`config.mk`:
```
export PLATFORM = sky130hd
export DESIGN_NAME = modulo_arbitro_comparador
export DESIGN_NICKNAME = d
export VERILOG_FILES = /design/src/rtl/modulo_arbitro_comparador_pkg.sv /design/src/rtl/modulo_comparador7bits.sv /design/src/rtl/modulo_arbitro_comparador.sv
export SDC_FILE = /design/constraint.sdc
export NUM_CORES = 1
export LEC_CHECK = 0
export ABC_AREA = 0
export CAP_MARGIN = 5
export CORE_AREA = 2 2 49 51
export DETAILED_ROUTE_END_ITERATION = 12
export DIE_AREA = 0 0 51 53
export PLACE_DENSITY = 0.81
export RECOVER_POWER = 25
export SYNTH_ARGS = -nofsm -noshare
export SYNTH_HDL_FRONTEND = slang
export SYNTH_SLANG_ARGS = --single-unit
```
`constraint.sdc`:
```
create_clock -name clk -period 2.6 [get_ports clk]
set_clock_uncertainty 0.2 [all_clocks]
set_input_delay 0.52 -clock clk [delete_from_list [all_inputs] [get_ports clk]]
set_output_delay 0.52 -clock clk [all_outputs]
set_load 0.01 [all_outputs]
```
`src/rtl/modulo_arbitro_comparador_pkg.sv`:
```
// Shared definitions for controllers that time-share one magnitude comparator:
// operand width, state encoding and the two-requester round-robin pick.
package modulo_arbitro_comparador_pkg;

    localparam int WIDTH = 5;

    localparam logic [1:0] ST_IDLE    = 2'd0;
    localparam logic [1:0] ST_COMPARE = 2'd1;
    localparam logic [1:0] ST_ACK     = 2'd2;

    typedef enum logic [1:0] {
        S_IDLE    = ST_IDLE,
        S_COMPARE = ST_COMPARE,
        S_ACK     = ST_ACK
    } state_t;

    // With both requesters active the one not served last wins; otherwise the lone requester.
    function automatic logic pick_winner(input logic req0, input logic req1, input logic last_grant);
        if (req0 && req1) begin
            return ~last_grant;
        end
        return req1;
    endfunction

endpackage

```
`src/rtl/modulo_comparador7bits.sv`:
```
// Combinational magnitude comparator shared between requesters; exactly one
// of the three outputs is high for any operand pair.
module modulo_comparador7bits
    import modulo_arbitro_comparador_pkg::*;
(
    input  logic [WIDTH-1:0] a,
    input  logic [WIDTH-1:0] b,
    output logic             a_lt_b,
    output logic             a_eq_b,
    output logic             a_gt_b
);

    always_comb begin
        a_lt_b = (a < b);
        a_eq_b = (a == b);
        a_gt_b = (a > b);
    end

endmodule

```
`src/rtl/modulo_arbitro_comparador.sv`:
```
// Round-robin arbiter/sequencer in front of a single shared comparator:
// grant, latch operands, compare, then return a registered result with a one-cycle ack.
module modulo_arbitro_comparador
    import modulo_arbitro_comparador_pkg::*;
(
    input  logic             clk,
    input  logic             reset,
    input  logic             req0,
    input  logic [WIDTH-1:0] A0,
    input  logic [WIDTH-1:0] B0,
    input  logic             req1,
    input  logic [WIDTH-1:0] A1,
    input  logic [WIDTH-1:0] B1,
    output logic             ack0,
    output logic             ack1,
    output logic             AltB,
    output logic             AeqB,
    output logic             AgtB,
    output logic             busy
);

    state_t           state_q, state_d;
    logic             last_grant_q, last_grant_d;
    logic             grant_id_q, grant_id_d;
    logic [WIDTH-1:0] op_a_q, op_a_d;
    logic [WIDTH-1:0] op_b_q, op_b_d;
    logic             ack0_q, ack0_d;
    logic             ack1_q, ack1_d;
    logic             altb_q, altb_d;
    logic             aeqb_q, aeqb_d;
    logic             agtb_q, agtb_d;
    logic             busy_q, busy_d;
    logic             winner;
    logic             cmp_lt, cmp_eq, cmp_gt;

    modulo_comparador7bits u_comparador (
        .a      (op_a_q),
        .b      (op_b_q),
        .a_lt_b (cmp_lt),
        .a_eq_b (cmp_eq),
        .a_gt_b (cmp_gt)
    );

    always_comb begin
        state_d      = state_q;
        last_grant_d = last_grant_q;
        grant_id_d   = grant_id_q;
        op_a_d       = op_a_q;
        op_b_d       = op_b_q;
        altb_d       = altb_q;
        aeqb_d       = aeqb_q;
        agtb_d       = agtb_q;
        ack0_d       = 1'b0;
        ack1_d       = 1'b0;
        busy_d       = 1'b0;
        winner       = pick_winner(req0, req1, last_grant_q);

        case (state_q)
            S_IDLE: begin
                // Operands are captured only here, so later input changes cannot disturb the compare.
                if (req0 || req1) begin
                    grant_id_d   = winner;
                    last_grant_d = winner;
                    op_a_d       = winner ? A1 : A0;
                    op_b_d       = winner ? B1 : B0;
                    state_d      = S_COMPARE;
                    busy_d       = 1'b1;
                end
            end
            S_COMPARE: begin
                altb_d  = cmp_lt;
                aeqb_d  = cmp_eq;
                agtb_d  = cmp_gt;
                ack0_d  = ~grant_id_q;
                ack1_d  = grant_id_q;
                state_d = S_ACK;
                busy_d  = 1'b1;
            end
            S_ACK: begin
                state_d = S_IDLE;
            end
            default: begin
                state_d = S_IDLE;
            end
        endcase
    end

    // Reset starts with last_grant = 1 so requester 0 is favoured on the first contention.
    always_ff @(posedge clk or posedge reset) begin
        if (reset) begin
            state_q      <= S_IDLE;
            last_grant_q <= 1'b1;
            grant_id_q   <= 1'b0;
            op_a_q       <= '0;
            op_b_q       <= '0;
            ack0_q       <= 1'b0;
            ack1_q       <= 1'b0;
            altb_q       <= 1'b0;
            aeqb_q       <= 1'b0;
            agtb_q       <= 1'b0;
            busy_q       <= 1'b0;
        end else begin
            state_q      <= state_d;
            last_grant_q <= last_grant_d;
            grant_id_q   <= grant_id_d;
            op_a_q       <= op_a_d;
            op_b_q       <= op_b_d;
            ack0_q       <= ack0_d;
            ack1_q       <= ack1_d;
            altb_q       <= altb_d;
            aeqb_q       <= aeqb_d;
            agtb_q       <= agtb_d;
            busy_q       <= busy_d;
        end
    end

    assign ack0 = ack0_q;
    assign ack1 = ack1_q;
    assign AltB = altb_q;
    assign AeqB = aeqb_q;
    assign AgtB = agtb_q;
    assign busy = busy_q;

endmodule

```
==> run_results.csv <==
group,metric,value,unit
outcome,outcome,"finished clean",
placed_design,port_buffers,29,
power,power_density,1060,nW/um^2
power,power_leakage,0.594,nW
logic_synthesis,synthTopCellsByArea,"dfrtp_1 (46%), a31oi_2 (11%), nand2_1 (8.0%), ha_1 (6.0%), a21oi_1 (5.8%)",
sta,post-route-period-util,73.8,%
clock_tree,cts_resized,0,
final_layout,postLayoutCellArea,1360,sq um
logic_synthesis,ys_seq_area_share,48.5,%
setup_path,critPathTopFamily,"buffers and inverters",
final_layout,finalNetCount,161,
drt,wl_per_cell,12.5,microns
final_layout,fillers,172,
setup_path,crit_path_top_delay_cell,"clkdlybuf4s50_1",
drt,drt_wl_total,1.98,mm
clock_tree,numCtsBuffers,3,
setup_path,critPathBufInv,1,
placed_design,placed_cell_area,1330,sq um
logic_synthesis,ys_types,27,
sta,post-route-min-period,1920,ps
clock_tree,worstSkewPairLatency,290,ps
final_layout,seqCellArea,502,sq um
hold_path,hold_class,"reg2reg",
setup_path,cp_max_fo,2,
clock_tree,cts_hold_buf,0,
final_layout,antennaDiodeCount,0,
global_route,gr-total-overflow,0,
job,drv_cap,0,
drt,drtIter0Drc,15,
global_route,grt_pass1_vias,794,
logic_synthesis,synth_top_area_share,45.9,%
placed_design,dpl.hpwl,1.58,mm
logic_synthesis,yosys_warnings,0,
clock_tree,cts_sinks,20,
logic_synthesis,ys_ff_latch,20,
power,ir_drop,0.000524,V
die,fp.dieW,51,microns
drt,first_pass_iters,4,
clock_tree,cts_max_level,1,
clock_tree,cts_tree,"yes",
global_route,grt_util_all_layers,16.9,%
final_layout,fin_util,63.4,%
placed_design,dp_slack,390,ps
sta,finalHoldViolCount,0,
sta,maxSlewHeadroom,50.7,%
drt,antenna_left,0,
logic_synthesis,avgSynthCellArea,10.0,sq um
sta,slew_violations,0,
placed_design,place.gp.congestion,0.819,
logic_synthesis,yosysTopAreaCell,"dfrtp_1",
setup_path,cp_cell_sequence,"clkdlybuf4s50_1",
sta,rsz0062_at_grt,"no",
die,dieArea,2700,sq um
logic_synthesis,synth_nets,132,
drt,num_vias,805,
clock_tree,clock_path_buffers,2,
sta,max_freq,521,MHz
sta,fin_tns_setup,0,ps
logic_synthesis,synthCells,103,
setup_path,criticalPathCategory,"reg2out",
clock_tree,cts-root-buf,"clkbuf_4",
final_layout,syn_to_final_growth,31.7,%
setup_path,startpoint_type,"register",
die,fp.dieH,53,microns
clock_tree,clk_pin_slew,110,ps
global_route,antenna_found_initial,0,
setup_path,cp-end-kind,"output port",
sta,tightest_slew,739,ps
setup_path,cp_data_required_time,1880,ps
drt,viasPerCell,5.06,
final_layout,multiInputGateArea,469,sq um
die,rows,17,
sta,setup_ws,680,ps
sta,final-setup-viol-count,0,
global_route,grt_pass1_wl,3.35,mm
drt,drc_errors,0,
die,io_pins,30,
setup_path,cpPeakStageDelay,530,ps
clock_tree,postCtsSetupBuffers,0,
final_layout,drive_gt1_share,14.5,%
die,initial_core_util,48.2,%
global_route,grt_max_degree,21,
setup_path,cp.arrival,1200,ps
die,core,2150,sq um
logic_synthesis,netlist_area,1030,sq um
cell families (layout without fill, tap and decap cells):
| family | count (synthesis) | in the layout | share of synthesized area, % |
|---|---|---|---|
| AND/OR/NAND/NOR | 33 | 33 | 14.0 |
| AO/OA/AOI/OAI | 32 | 32 | 25.3 |
| flip-flops | 20 | 20 | 48.5 |
| buffers and inverters | 13 | 41 | 6.17 |
| adder cells (fa/ha/maj) | 5 | 5 | 6.05 |
power by group:
| part | internal [mW] | total [mW] | switching, mW |
|---|---|---|---|
| logic | 0.344 | 0.706 | 0.362 |
| clock network | 0.0853 | 0.180 | 0.0949 |
| registers | 0.470 | 0.565 | 0.0950 |
| total | 0.899 | 1.45 | 0.552 |
worst paths after layout:
check / cells past startpoint / slack [ps] / end / from
min: 1 / 240 / ack0$_DFF_PP0_ / grant_id_q$_DFFE_PP0P_
max reg2reg: 3 / 950 / op_a_q[4]$_DFFE_PP0P_ / state_q[0]$_DFFE_PP0P_
min reg2reg: 1 / 240 / ack0$_DFF_PP0_ / grant_id_q$_DFFE_PP0P_
max: 1 / 680 / AltB / AltB$_DFFE_PP0N_
min in group asynchronous: 2 / 570 / op_a_q[3]$_DFFE_PP0P_ / reset
max in group asynchronous: 2 / 1160 / op_b_q[3]$_DFFE_PP0P_ / reset
through the flow:
| stage | cells | total power, mW | hold slack, ps |
|---|---|---|---|
| global placement | 155 | 1.25 | 206 |
| global route | 159 | 1.58 | 261 |
| detailed placement | 155 | 1.29 | 228 |
| CTS | 159 | 1.47 | 243 |
| floorplan | 103 | 1.08 | 203 |
| finish | 159 | 1.45 | 237 |
layout make-up:
cell class,count,area share (%)
clock buffers,4,2.66
multi-input cells,70,34.4
repair buffers,29,21.3
well taps,28,2.57
inverters,8,2.20
flip-flops and latches,20,36.8
registers in the layout, indices dropped and copies added, names as in the netlist:
register      count
AltB              1
AgtB              1
ack1              1
op_a_q            5
AeqB              1
op_b_q            5
grant_id_q        1
busy              1
state_q           2
ack0              1
last_grant_q      1
layout by cell type, fill, tap and decap left out:
cell and instances:
and2_4 1, a211oi_2 1, nand3_1 1, nand2b_1 1, o211a_1 1, o31ai_1 1, nand4b_1 1, nor2_1 4
clkdlybuf4s50_1 28, inv_1 8, clkbuf_4 3, a21oi_1 12, a22o_1 1, ha_1 5, or2_1 1, a31oi_1 2
dfstp_2 1, o21ai_0 2, nor2b_1 1, a31oi_2 9, dfrtp_1 19, a21bo_2 1, dlygate4sd3_1 1, clkbuf_8 1
nand2_1 22, a21boi_2 1, o22ai_1 1, nor2_2 1
synthesized netlist by cell type (all sizes together):
library cell and instances:
a211oi 1, a21bo 1, a21boi 1, a21oi 12
a22o 1, a31oi 11, and2 1, buf 5
dfrtp 19, dfstp 1, ha 5, inv 8
nand2 22, nand2b 1, nand3 1, nand4b 1
nor2 5, nor2b 1, o211a 1, o21ai 2
o22ai 1, o31ai 1, or2 1
layer usage:
metal,GRT usage (%),part of all wire (%)
met5,0,0
met4,12.6,2.1
met3,1.98,3.6
met2,28.8,50
met1,19.5,44
(Power assumes the default switching activity.)
